===== config.mk =====
export PLATFORM = sky130hd
export DESIGN_NAME = ultrasonic_distance_sensor
export DESIGN_NICKNAME = d
export VERILOG_FILES = /design/src/rtl/ultrasonic_distance_sensor.sv
export SDC_FILE = /design/constraint.sdc
export NUM_CORES = 1
export LEC_CHECK = 0
export CAP_MARGIN = 20
export CORE_UTILIZATION = 40
export CTS_BUF_LIST = sky130_fd_sc_hd__clkbuf_16
export DETAILED_ROUTE_END_ITERATION = 16
export HOLD_SLACK_MARGIN = 0.1
export MAX_ROUTING_LAYER = met4
export PLACE_DENSITY = 0.55
export SLEW_MARGIN = 20
export SYNTH_ARGS = -nofsm -noshare
export SYNTH_HDL_FRONTEND = slang
export SYNTH_SLANG_ARGS = --single-unit

===== constraint.sdc =====
create_clock -name clk -period 2.7 [get_ports clk]
set_input_delay 0.675 -clock clk [delete_from_list [all_inputs] [get_ports clk]]
set_output_delay 0.675 -clock clk [all_outputs]
set_load 0.01 [all_outputs]

===== src/rtl/ultrasonic_distance_sensor.sv =====
// ultrasonic_distance_sensor
//   Drives an HC-SR04-style ranger: issues a periodic trigger pulse, times
//   the echo high time in 1 us ticks and converts it to whole centimetres
//   (58 us per cm, round trip). A missing or over-long echo reports 1023
//   together with the timeout flag.
//
// Ports
//   clk      : system clock, rising edge
//   reset    : asynchronous, active-low reset
//   echo     : asynchronous echo input from the sensor
//   trig     : registered trigger pulse to the sensor
//   distance : last measured range in cm (1023 = timeout)
//   valid    : one-cycle strobe, coincident with a distance/timeout update
//   timeout  : last update was a timeout; held until the next update
module ultrasonic_distance_sensor #(
  parameter int CLK_FREQ   = 100_000_000,
  parameter int TRIG_US    = 10,
  parameter int PERIOD_US  = 60_000,
  parameter int TIMEOUT_US = 30_000
) (
  input  logic       clk,
  input  logic       reset,
  input  logic       echo,
  output logic       trig,
  output logic [9:0] distance,
  output logic       valid,
  output logic       timeout
);

  localparam int DIV      = CLK_FREQ / 1_000_000;
  localparam int TRIG_CLK = TRIG_US * DIV;
  localparam int DIV_W    = (DIV > 1) ? $clog2(DIV) : 1;
  localparam int TRG_W    = (TRIG_CLK > 1) ? $clog2(TRIG_CLK) : 1;
  localparam int PER_W    = $clog2(PERIOD_US + 1);
  localparam int TO_W     = $clog2(TIMEOUT_US + 1);

  localparam logic [DIV_W-1:0] DIV_LAST = DIV_W'(DIV - 1);
  localparam logic [TRG_W-1:0] TRG_LAST = TRG_W'(TRIG_CLK - 1);
  // The period counter starts at trigger fall, so the trigger width is
  // already spent; launching on the tick before the last count keeps the
  // rising edges exactly PERIOD_US * DIV clocks apart.
  localparam logic [PER_W-1:0] PER_LAST = PER_W'(PERIOD_US - TRIG_US - 1);
  localparam logic [TO_W-1:0]  TO_LIMIT = TO_W'(TIMEOUT_US);

  localparam logic [5:0] SUB_LAST = 6'd57;
  localparam logic [9:0] CM_SAT   = 10'd1022;
  localparam logic [9:0] DIST_TO  = 10'd1023;

  typedef enum logic [2:0] {
    IDLE      = 3'd0,
    TRIG      = 3'd1,
    WAIT_ECHO = 3'd2,
    MEASURE   = 3'd3,
    DONE      = 3'd4
  } state_t;

  state_t state, state_d;

  logic [DIV_W-1:0] div_cnt;
  logic             tick;
  logic             echo_s1, echo_s2, echo_s3;
  logic             echo_rise, echo_fall;
  logic             kick;
  logic [TRG_W-1:0] trg_cnt;
  logic [PER_W-1:0] period_cnt;
  logic [TO_W-1:0]  to_cnt;
  logic             to_hit;
  logic [5:0]       sub_cnt;
  logic [9:0]       cm_cnt;
  logic             trig_end;
  logic             meas_start;

  logic             trig_d, valid_d, timeout_d;
  logic [9:0]       dist_d;

  // 1 us tick: registered wrap flag, high in the cycle the divider reads 0.
  // A trigger launched from IDLE therefore starts at the same divider phase
  // as the very first trigger after reset.
  always_ff @(posedge clk or negedge reset) begin
    if (!reset) begin
      div_cnt <= '0;
      tick    <= 1'b0;
    end else begin
      div_cnt <= (div_cnt == DIV_LAST) ? '0 : div_cnt + 1'b1;
      tick    <= (div_cnt == DIV_LAST);
    end
  end

  // Echo synchronizer; echo_s3 only serves edge detection.
  always_ff @(posedge clk or negedge reset) begin
    if (!reset) begin
      echo_s1 <= 1'b0;
      echo_s2 <= 1'b0;
      echo_s3 <= 1'b0;
    end else begin
      echo_s1 <= echo;
      echo_s2 <= echo_s1;
      echo_s3 <= echo_s2;
    end
  end

  assign echo_rise  = echo_s2 & ~echo_s3;
  assign echo_fall  = ~echo_s2 & echo_s3;
  assign to_hit     = (to_cnt == TO_LIMIT);
  assign trig_end   = (state == TRIG) && (state_d == WAIT_ECHO);
  assign meas_start = (state == WAIT_ECHO) && (state_d == MEASURE);

  // State and output registers
  always_ff @(posedge clk or negedge reset) begin
    if (!reset) begin
      state    <= IDLE;
      trig     <= 1'b0;
      valid    <= 1'b0;
      timeout  <= 1'b0;
      distance <= '0;
    end else begin
      state    <= state_d;
      trig     <= trig_d;
      valid    <= valid_d;
      timeout  <= timeout_d;
      distance <= dist_d;
    end
  end

  // Next-state logic
  always_comb begin
    state_d = state;
    case (state)
      IDLE:      if (kick || (tick && period_cnt >= PER_LAST)) state_d = TRIG;
      TRIG:      if (trg_cnt == TRG_LAST) state_d = WAIT_ECHO;
      WAIT_ECHO: if (to_hit) state_d = DONE;
                 else if (echo_rise) state_d = MEASURE;
      MEASURE:   if (to_hit || echo_fall) state_d = DONE;
      DONE:      state_d = IDLE;
      default:   state_d = IDLE;
    endcase
  end

  // Output logic, registered above so trig/valid/distance are glitch-free.
  // The result is latched on entry to DONE, the same edge that raises valid.
  // A timeout wins over an echo fall landing in the same cycle.
  always_comb begin
    trig_d    = (state_d == TRIG);
    valid_d   = (state_d == DONE);
    dist_d    = distance;
    timeout_d = timeout;
    if (state_d == DONE) begin
      if (to_hit) begin
        dist_d    = DIST_TO;
        timeout_d = 1'b1;
      end else begin
        dist_d    = cm_cnt;
        timeout_d = 1'b0;
      end
    end
  end

  // kick launches the first trigger straight out of reset without waiting
  // for a period to elapse.
  always_ff @(posedge clk or negedge reset) begin
    if (!reset)              kick <= 1'b1;
    else if (state == TRIG)  kick <= 1'b0;
  end

  // Trigger width is counted in clocks, not ticks, so it is exact.
  always_ff @(posedge clk or negedge reset) begin
    if (!reset)              trg_cnt <= '0;
    else if (state == TRIG)  trg_cnt <= trg_cnt + 1'b1;
    else                     trg_cnt <= '0;
  end

  // Period and timeout counters, both restarted at trigger fall.
  always_ff @(posedge clk or negedge reset) begin
    if (!reset) begin
      period_cnt <= '0;
      to_cnt     <= '0;
    end else if (trig_end) begin
      period_cnt <= '0;
      to_cnt     <= '0;
    end else if (tick) begin
      if (state != TRIG && period_cnt != '1)
        period_cnt <= period_cnt + 1'b1;
      if ((state == WAIT_ECHO || state == MEASURE) && !to_hit)
        to_cnt <= to_cnt + 1'b1;
    end
  end

  // Range counters. The rise-detect cycle already has echo high, so a tick
  // in that cycle is counted on entry; this makes the count equal to the
  // number of whole microseconds echo was high.
  always_ff @(posedge clk or negedge reset) begin
    if (!reset) begin
      sub_cnt <= '0;
      cm_cnt  <= '0;
    end else if (meas_start) begin
      sub_cnt <= tick ? 6'd1 : 6'd0;
      cm_cnt  <= '0;
    end else if (state == MEASURE && tick && echo_s2) begin
      if (sub_cnt == SUB_LAST) begin
        sub_cnt <= '0;
        if (cm_cnt != CM_SAT) cm_cnt <= cm_cnt + 10'd1;
      end else begin
        sub_cnt <= sub_cnt + 6'd1;
      end
    end
  end

endmodule


==> out/results.ini, run 1 <==
[setup_path]
ff2ff_setup_slack_ps=470
critical_path.cell_chain=inv_1 > ha_1 > or4b_4 > nor4_4 > o21a_2 > buf_4 > nor2_1 > a31oi_1
path_delay_family=simple AND/OR/NAND/NOR gates
timing.critical_path.fanout_max=20
path_class=reg2reg
reg2reg_depth=8
worst_ep_required_time_ps=2970
launching_instance_or_port_of_the_critical_path=to_cnt[0]
critical_path_max_stage_delay_ps=470
crit-reg2reg-launch=to_cnt[0]
worst_setup_path_end_kind=flip-flop
cp_startpoint_kind=flip-flop
crit_path_top_delay_cell=sky130_fd_sc_hd__or4b_4
cp.buffers_inverters=2
crit_cells=8
cp_data_arrival_time_ps=2500
regToRegEndpoint=distance[0]

[synthesis]
post_synth.cell_area_avg_um2=9.81
yosys_warnings=0
ys_seq_area_frac=0.502
postSynth.topFlopCell=sky130_fd_sc_hd__dfrtp_1
ys_types=55
post_synthesis_cells=432
synth_fp_nets=446
syn_area_um2=4240
ys_seq_elements=85
synth_edf_count=0
synthArstFlopShare=1.00

[global_route]
grt_start_max_net_pins=38
first_global_vias=3102
grt_antenna_before_repair=0
grt_first_pass_wirelength_mm=14.9
grt_overflow=0
gr-usage-all-layers=0.177

[finish]
flow.area_growth_from_synthesis_pct=15.6
most-common-layout-cells=sky130_fd_sc_hd__dfrtp_1 (84), sky130_fd_sc_hd__nor2_1 (78), sky130_fd_sc_hd__xnor2_1 (32), sky130_fd_sc_hd__a21oi_1 (25), sky130_fd_sc_hd__nand2_1 (22)
n_antenna_cell=0
nNetsFinal=467
post_route_cells_drive_above_1_share=0.0897
layout.cells.most_common=sky130_fd_sc_hd__dfrtp_1

[sta]
report.final.slew_viol_count=0
timing.fmax_mhz=449
clock_skew_ps=10.5
setup_violations=0
hold_viol_final=0
min_hold_slack_ps=239
final_period_minus_worst_setup_slack_ps=2230
timing.final.crit_share=0.826
setup_total_negative_slack_ps=0
slew-limit-headroom=0.657
grt_setup_unrepaired=no
worstMarginPinSlew_ps=514

[job]
max_cap_viol_count=0

[die]
die_area_um2=11000
floorplan.core_area_um2=10300
die_width_um=105
top_level_i_o_count=16
die_h_um=105
row_count=37
floorplan.initialDensity=0.412

[cts]
ctsHtreeMaxLevel=3
clock_path_buffers=2
clock_tree_from_tritoncts=built
clkLatencyLatePin_ps=340
tritoncts.num_buffers=9
postCtsSetupBuffers=0
cts.clk_slew.worst_paths_ps=70
postCtsResizedCells=0
clkSinkCount=85
cts_hold_repair.buffers=0
clockRootBuffer=sky130_fd_sc_hd__clkbuf_16

[power]
p_leak_nw=2.10
design_power_total_mw=2.65
irDropWorstVdd_uv=437
power-per-cell-area_nw_per_um2=541

[worst_hold_path]
min_path_type=in2async

[drt]
ant_nets=0
drt_drc_violations_left=0
post_drt_via_cell_ratio=5.22
detailroute.via_count=3095
detailedRoute.firstIterationViolations=86
routed_wl_mm=8.30
drt-pass1-iter-count=4
wire_per_inst_um=14.0

[place]
placement.io_buffers=15
dp.final_hpwl_mm=5.81
place.gp.congestion=0.795

[outcome]
run_status=completed

==> power by group <==
part	switching [mW]	leakage, nW	internal, mW
Sequential	0.00166	1.16	1.28
Clock	0.527	0.153	0.815
Combinational	0.0257	0.788	0.00695
==> cells in the mapped netlist, types with 2 or more instances <==
master,n,area share
sky130_fd_sc_hd__nand2_1,22,0.019
sky130_fd_sc_hd__nor2_1,78,0.069
sky130_fd_sc_hd__xor2_1,12,0.025
sky130_fd_sc_hd__xnor2_1,32,0.066
sky130_fd_sc_hd__or3_1,6,0.0089
sky130_fd_sc_hd__inv_1,11,0.0097
sky130_fd_sc_hd__o211ai_1,2,0.0035
sky130_fd_sc_hd__nor4bb_1,2,0.0047
sky130_fd_sc_hd__ha_1,11,0.032
sky130_fd_sc_hd__nand3_1,18,0.021
sky130_fd_sc_hd__a311oi_1,2,0.0041
sky130_fd_sc_hd__a31o_2,2,0.0041
sky130_fd_sc_hd__nor4_1,7,0.010
sky130_fd_sc_hd__or4b_4,2,0.0065
sky130_fd_sc_hd__nand4b_1,3,0.0062
sky130_fd_sc_hd__nor2b_1,5,0.0074
sky130_fd_sc_hd__nand2b_1,2,0.0030
sky130_fd_sc_hd__nor3_1,13,0.015
sky130_fd_sc_hd__mux2i_1,2,0.0047
sky130_fd_sc_hd__nand4_1,14,0.021
sky130_fd_sc_hd__and3b_1,2,0.0041
sky130_fd_sc_hd__clkbuf_1,9,0.0080
sky130_fd_sc_hd__and4_1,4,0.0083
sky130_fd_sc_hd__buf_2,3,0.0035
sky130_fd_sc_hd__o31ai_1,2,0.0035
sky130_fd_sc_hd__a31oi_1,2,0.0030
sky130_fd_sc_hd__and3_1,11,0.016
sky130_fd_sc_hd__a21oi_1,25,0.030
sky130_fd_sc_hd__o21ai_0,9,0.011
sky130_fd_sc_hd__dfrtp_1,84,0.50
sky130_fd_sc_hd__a211oi_1,4,0.0071
sky130_fd_sc_hd__nor3b_1,2,0.0035
sky130_fd_sc_hd__and2_1,7,0.010
==> metal layers <==
| metal | vias to the layer above | track usage | part of all wire |
|---|---|---|---|
| li1 | 1537 | - | - |
| met1 | 1510 | 0.226 | 0.49 |
| met2 | 35 | 0.277 | 0.47 |
| met3 | 13 | 0.0405 | 0.028 |
| met4 | 0 | 0.0614 | 0.016 |
| met5 | - | - | 0 |
==> logic make-up (layout without fill, tap and decap cells) <==
family | Yosys count | after routing | share of synthesized area
AO/OA/AOI/OAI | 53 | 53 | 0.0759
XOR/XNOR | 44 | 44 | 0.0909
adder cells (fa/ha/maj) | 11 | 11 | 0.0325
buffers and inverters | 26 | 51 | 0.0266
flip-flops | 85 | 85 | 0.502
multiplexers | 3 | 3 | 0.00738
AND/OR/NAND/NOR | 210 | 210 | 0.265
==> through the flow <==
step,setup slack (ps),area (um2),std cells,util
5_1_grt,251,4900,593,0.477
4_1_cts,448,4900,593,0.477
3_5_place_dp,464,4580,578,0.446
2_1_floorplan,554,4240,432,-
6_report,471,4900,593,0.477
3_3_place_gp,530,4580,578,0.446
==> worst register-to-register path, stage by stage (launching register included) <==
cell	delay [ps]
sky130_fd_sc_hd__dfrtp_1	430
sky130_fd_sc_hd__inv_1	80
sky130_fd_sc_hd__ha_1	130
sky130_fd_sc_hd__or4b_4	470
sky130_fd_sc_hd__nor4_4	400
sky130_fd_sc_hd__o21a_2	230
sky130_fd_sc_hd__buf_4	220
sky130_fd_sc_hd__nor2_1	60
sky130_fd_sc_hd__a31oi_1	140
==> area by class of cell <==
class / instances / area, um2
Inverter: 11 / 41.3
Timing Repair Buffer: 25 / 235
Clock inverter: 6 / 93.8
Tap cell: 136 / 170
Fill cell: 992 / 5380
Sequential cell: 85 / 2130
Multi-Input combinational cell: 321 / 2010
Clock buffer: 9 / 225
==> state kept, by name, summed over array words and instances, names as in the netlist, 3 cells and up <==
register    cells
cm_cnt         10
distance       10
div_cnt         7
period_cnt     16
state           3
sub_cnt         6
to_cnt         15
trg_cnt        10
==> worst max-delay path by stage <==
| stage | end | slack (ps) |
|---|---|---|
| after floorplan | to_cnt[1] | 550 |
| after global placement | distance[0] | 530 |
| after detailed placement | distance[4] | 460 |
| after CTS | distance[0] | 450 |
| after global routing | distance[0] | 250 |
| final | distance[0] | 470 |
(Power assumes the default switching activity.)
==> run 2, diff against run 1 <==
==> constraint.sdc (replaced) <==
create_clock -name clk -period 2.25 [get_ports clk]
set_input_delay 0.5625 -clock clk [delete_from_list [all_inputs] [get_ports clk]]
set_output_delay 0.5625 -clock clk [all_outputs]
set_load 0.01 [all_outputs]
==> out/results.ini, run 2 (synthesized netlist as in run 1, its figures left out) <==
[outcome]
run_status=completed

[cts]
tritoncts.num_buffers=9
clkLatencyLatePin_ps=330
cts.clk_slew.worst_paths_ps=60
ctsHtreeMaxLevel=3
clockRootBuffer=sky130_fd_sc_hd__clkbuf_16
clock_tree_from_tritoncts=built
clock_path_buffers=2
clkSinkCount=85

[die]
die_h_um=105
floorplan.initialDensity=0.412
die_area_um2=11000
row_count=37
top_level_i_o_count=16
floorplan.core_area_um2=10300
die_width_um=105

[global_route]
first_global_vias=3089
grt_overflow=0
gr-usage-all-layers=0.177
grt_first_pass_wirelength_mm=15.0
grt_start_max_net_pins=39
grt_antenna_before_repair=0

[setup_path]
critPathCapture=to_cnt[1]
timing.critical_path.fanout_max=8
crit-reg2reg-launch=to_cnt[1]
worst_ep_required_time_ps=2470
path_class=reg2reg
launching_instance_or_port_of_the_critical_path=to_cnt[1]
worst_setup_path_end_kind=flip-flop
ff2ff_setup_slack_ps=110
cp_data_arrival_time_ps=2370
cp_startpoint_kind=flip-flop
reg2reg_depth=7
regToRegEndpoint=to_cnt[1]

[finish]
post_route_insts_no_fill=600
nNetsFinal=474
most-common-layout-cells=sky130_fd_sc_hd__dfrtp_1 (84), sky130_fd_sc_hd__nor2_1 (78), sky130_fd_sc_hd__xnor2_1 (32), sky130_fd_sc_hd__a21oi_1 (25), sky130_fd_sc_hd__nand2_1 (22)
n_antenna_cell=0
post_route_cells_drive_above_1_share=0.101
postLayoutCellArea_um2=5000
fillerInstances=982
largest_register_ffs=16
layout.cells.most_common=sky130_fd_sc_hd__dfrtp_1
final_core_util=0.486
top_regs=period_cnt x16, to_cnt x15
registers.top_by_ff_count=period_cnt
flow.area_growth_from_synthesis_pct=17.9

[job]
max_cap_viol_count=0

[power]
intPower_mw=2.72
clock_power_share=0.528
design_power_total_mw=3.33
pwr-share-seq=0.460
power-per-cell-area_nw_per_um2=667
part_of_the_total_power_dissipated_in_combinational_logic=0.012
p_leak_nw=2.16
switching_share=0.183
p_switching_uw=611
irDropWorstVdd_uv=313

[place]
preCtsSetupSlack_ps=64.2
placed_cells_incl_taps=581
placement.io_buffers=15
place.gp.congestion=0.793
total_placed_instance_area_um2=4600
dp.final_hpwl_mm=5.78

[sta]
report.final.slew_viol_count=0
final_period_minus_worst_setup_slack_ps=2140
grt_setup_unrepaired=no
timing.final.crit_share=0.952
min_hold_slack_ps=144
worstMarginPinSlew_ps=518
timing.fmax_mhz=467
slew-limit-headroom=0.654
hold_viol_final=0
worst_slack_ps=107
setup_total_negative_slack_ps=0
setup_violations=0
clock_skew_ps=4.82

[drt]
ant_nets=0
detailroute.via_count=3102
wire_per_inst_um=14.0
routed_wl_mm=8.37
detailedRoute.firstIterationViolations=111
drt-pass1-iter-count=4
post_drt_via_cell_ratio=5.17
drt_drc_violations_left=0

[worst_hold_path]
min_path_type=in2async

run 2: power groups by stage:
stage | Clock, mW | Sequential (mW) | Combinational, mW
floorplan | 0 | 1.56 | 0.00176
global route | 1.86 | 1.53 | 0.0472
global placement | 0 | 1.56 | 0.0431
finish | 1.76 | 1.53 | 0.0390
CTS | 1.81 | 1.53 | 0.0429
detailed placement | 0 | 1.56 | 0.0427
run 2: how the worst min path moves through the flow:
stage	start	to	slack [ps]
finish	reset	period_cnt[10]	140
global route	reset	period_cnt[10]	160
CTS	reset	to_cnt[10]	150
detailed placement	echo_s1	echo_s2	350
global placement	echo_s1	echo_s2	350
floorplan	reset	cm_cnt[0]	270
run 2: worst max-delay path: stages, from the launching register on:
cell and delay [ps]:
sky130_fd_sc_hd__dfrtp_1 400, sky130_fd_sc_hd__inv_1 90, sky130_fd_sc_hd__ha_1 140, sky130_fd_sc_hd__or4b_4 480
sky130_fd_sc_hd__or4_4 560, sky130_fd_sc_hd__and2_4 170, sky130_fd_sc_hd__a21oi_1 140, sky130_fd_sc_hd__nor2_1 50
run 2: repair_timing:
action / in CTS / in global routing
setup buffers: 0 / 4
endpoints found under the setup margin: 0 / 19
gates resized for setup: 0 / 2
endpoints found under the hold margin: 0 / 0
hold buffers: 0 / 0
run 2: per-layer routing:
layer | part of all wire | GRT usage
met1 | 0.50 | 0.232
met2 | 0.46 | 0.264
met3 | 0.025 | 0.0299
met4 | 0.019 | 0.0885
met5 | 0 | -
run 2: final cells by class:
cell class | instances | area [um2] | area share
multi-input cells | 321 | 2010 | 0.403
flip-flops and latches | 85 | 2130 | 0.426
repair buffers | 32 | 292 | 0.0584
well taps | 136 | 170 | 0.0341
clock buffers | 9 | 225 | 0.0451
clock inverters | 6 | 128 | 0.0255
inverters | 11 | 41.3 | 0.00826
==> run 3, diff against run 2 <==
--- a/config.mk
+++ b/config.mk
@@ -5,11 +5,13 @@
 export SDC_FILE = /design/constraint.sdc
 export NUM_CORES = 1
 export LEC_CHECK = 0
+export ABC_CLOCK_PERIOD_IN_PS = 2250
 export CAP_MARGIN = 20
 export CORE_UTILIZATION = 40
 export CTS_BUF_LIST = sky130_fd_sc_hd__clkbuf_16
 export DETAILED_ROUTE_END_ITERATION = 16
-export HOLD_SLACK_MARGIN = 0.1
+export GPL_TIMING_DRIVEN = 0
+export HOLD_SLACK_MARGIN = 0.02
 export MAX_ROUTING_LAYER = met4
 export PLACE_DENSITY = 0.55
 export SLEW_MARGIN = 20
==> out/results.ini, run 3 (synthesized netlist as in run 1, its figures left out) <==
[place]
preCtsSetupSlack_ps=-201
place.gp.congestion=0.789
placement.io_buffers=15
dp.final_hpwl_mm=5.85

[drt]
drt-pass1-iter-count=4
ant_nets=0
detailedRoute.firstIterationViolations=144
drt_drc_violations_left=0
post_drt_via_cell_ratio=5.24
detailroute.via_count=3164
routed_wl_mm=8.66
wire_per_inst_um=14.3

[global_route]
gr-usage-all-layers=0.173
first_global_vias=3106
grt_start_max_net_pins=57
grt_overflow=0
grt_first_pass_wirelength_mm=14.9
grt_antenna_before_repair=0

[setup_path]
crit_path_top_delay_cell=sky130_fd_sc_hd__or4_4
regToRegEndpoint=to_cnt[0]
crit-reg2reg-launch=to_cnt[0]
worst_ep_required_time_ps=2470
worst_setup_path_end_kind=flip-flop
ff2ff_setup_slack_ps=100
cp.buffers_inverters=1
critical_path_max_stage_delay_ps=570
path_class=reg2reg
cp_startpoint_kind=flip-flop
reg2reg_depth=7
cp_data_arrival_time_ps=2370
critical_path.cell_chain=inv_1 > ha_1 > or4b_4 > or4_4 > and2_4 > xnor2_1 > nor2_1
timing.critical_path.fanout_max=8
path_delay_family=simple AND/OR/NAND/NOR gates

[finish]
layout.cells.most_common=sky130_fd_sc_hd__dfrtp_1
flow.area_growth_from_synthesis_pct=17.4
fillerInstances=982
most-common-layout-cells=sky130_fd_sc_hd__dfrtp_1 (83), sky130_fd_sc_hd__nor2_1 (78), sky130_fd_sc_hd__xnor2_1 (32), sky130_fd_sc_hd__a21oi_1 (24), sky130_fd_sc_hd__nand2_1 (22)
post_route_cells_drive_above_1_share=0.109
top_regs=period_cnt x16, to_cnt x15
n_antenna_cell=0
largest_register_ffs=16
registers.top_by_ff_count=period_cnt
nNetsFinal=477

[cts]
clkSinkCount=85
cts_hold_repair.buffers=0
clockRootBuffer=sky130_fd_sc_hd__clkbuf_16
cts.clk_slew.worst_paths_ps=60
clock_tree_from_tritoncts=built
clkLatencyLatePin_ps=340
clock_path_buffers=2
ctsHtreeMaxLevel=3
tritoncts.num_buffers=9

[power]
design_power_total_mw=3.06
power-per-cell-area_nw_per_um2=616
irDropWorstVdd_uv=371
p_leak_nw=2.12

[sta]
hold_viol_final=0
clock_skew_ps=7.69
timing.final.crit_share=0.957
final_period_minus_worst_setup_slack_ps=2150
report.final.slew_viol_count=0
worstMarginPinSlew_ps=560
slew-limit-headroom=0.624
setup_violations=0
timing.fmax_mhz=465
setup_total_negative_slack_ps=0
worst_slack_ps=97.2

[worst_hold_path]
min_path_type=in2async

[die]
row_count=37
floorplan.initialDensity=0.412
die_area_um2=11000
floorplan.core_area_um2=10300
top_level_i_o_count=16
die_h_um=105
die_width_um=105

[outcome]
run_status=completed

[job]
max_cap_viol_count=0

==> run 3: cell types whose count changed in the layout (fill, tap and decap cells not counted), moves of 2 or more <==
| cell | before | now |
|---|---|---|
| sky130_fd_sc_hd__buf_4 | 16 | 5 |
| sky130_fd_sc_hd__clkbuf_2 | 0 | 4 |
| sky130_fd_sc_hd__buf_2 | 0 | 2 |
| sky130_fd_sc_hd__nor4_1 | 7 | 5 |
| sky130_fd_sc_hd__clkbuf_1 | 0 | 5 |
| sky130_fd_sc_hd__clkinvlp_4 | 0 | 3 |
| sky130_fd_sc_hd__nor4_2 | 0 | 2 |
| sky130_fd_sc_hd__bufinv_16 | 4 | 1 |
==> run 3: layer usage <==
| metal | GRT usage | up-vias | wire length (um) |
|---|---|---|---|
| li1 | - | 1566 | - |
| met5 | - | - | 0 |
| met4 | 0.0604 | 0 | 133 |
| met2 | 0.263 | 30 | 3950 |
| met3 | 0.0318 | 11 | 214 |
| met1 | 0.232 | 1557 | 4360 |
==> run 3: worst max-delay path by stage <==
stage,start,end,slack [ps],cells past startpoint
6_report,to_cnt[0],to_cnt[0],100,7
5_1_grt,tick,cm_cnt[9],-5,7
3_5_place_dp,to_cnt[0],cm_cnt[8],-200,7
2_1_floorplan,to_cnt[0],to_cnt[1],100,8
3_3_place_gp,reset,cm_cnt[5],-2510,1
4_1_cts,to_cnt[0],to_cnt[1],10,8
==> run 3: per-stage QoR <==
step	util	hold WS, ps	cell area [um2]	std cells
4_1_cts	0.478	160	4910	602
2_1_floorplan	-	267	4240	432
3_5_place_dp	0.446	335	4580	584
6_report	0.484	158	4980	604
3_3_place_gp	0.444	335	4560	583
5_1_grt	0.484	188	4980	604
==> run 3: power breakdown <==
part           internal, mW  switching [mW]
Sequential             1.53         0.00174
Clock                 0.862           0.630
Combinational       0.00866          0.0312
==> run 3: cell type report <==
type                            count  area (um2)  area share
Tap cell                          136         170      0.0342
Inverter                           11        41.3     0.00830
Buffer                             14        71.3      0.0143
Timing Repair Buffer               21         216      0.0435
Clock buffer                        9         225      0.0453
Multi-Input combinational cell    321        2050       0.412
Clock inverter                      7        73.8      0.0148
Sequential cell                    85        2130       0.428
==> run 3: timing repair <==
| action | 4_1_cts | 5_1_grt |
|---|---|---|
| setup buffers | 2 | 3 |
| pin swaps | 1 | 2 |
| setup endpoints to repair | 40 | 48 |
| resized for setup | 5 | 12 |
| gates cloned | 0 | 0 |
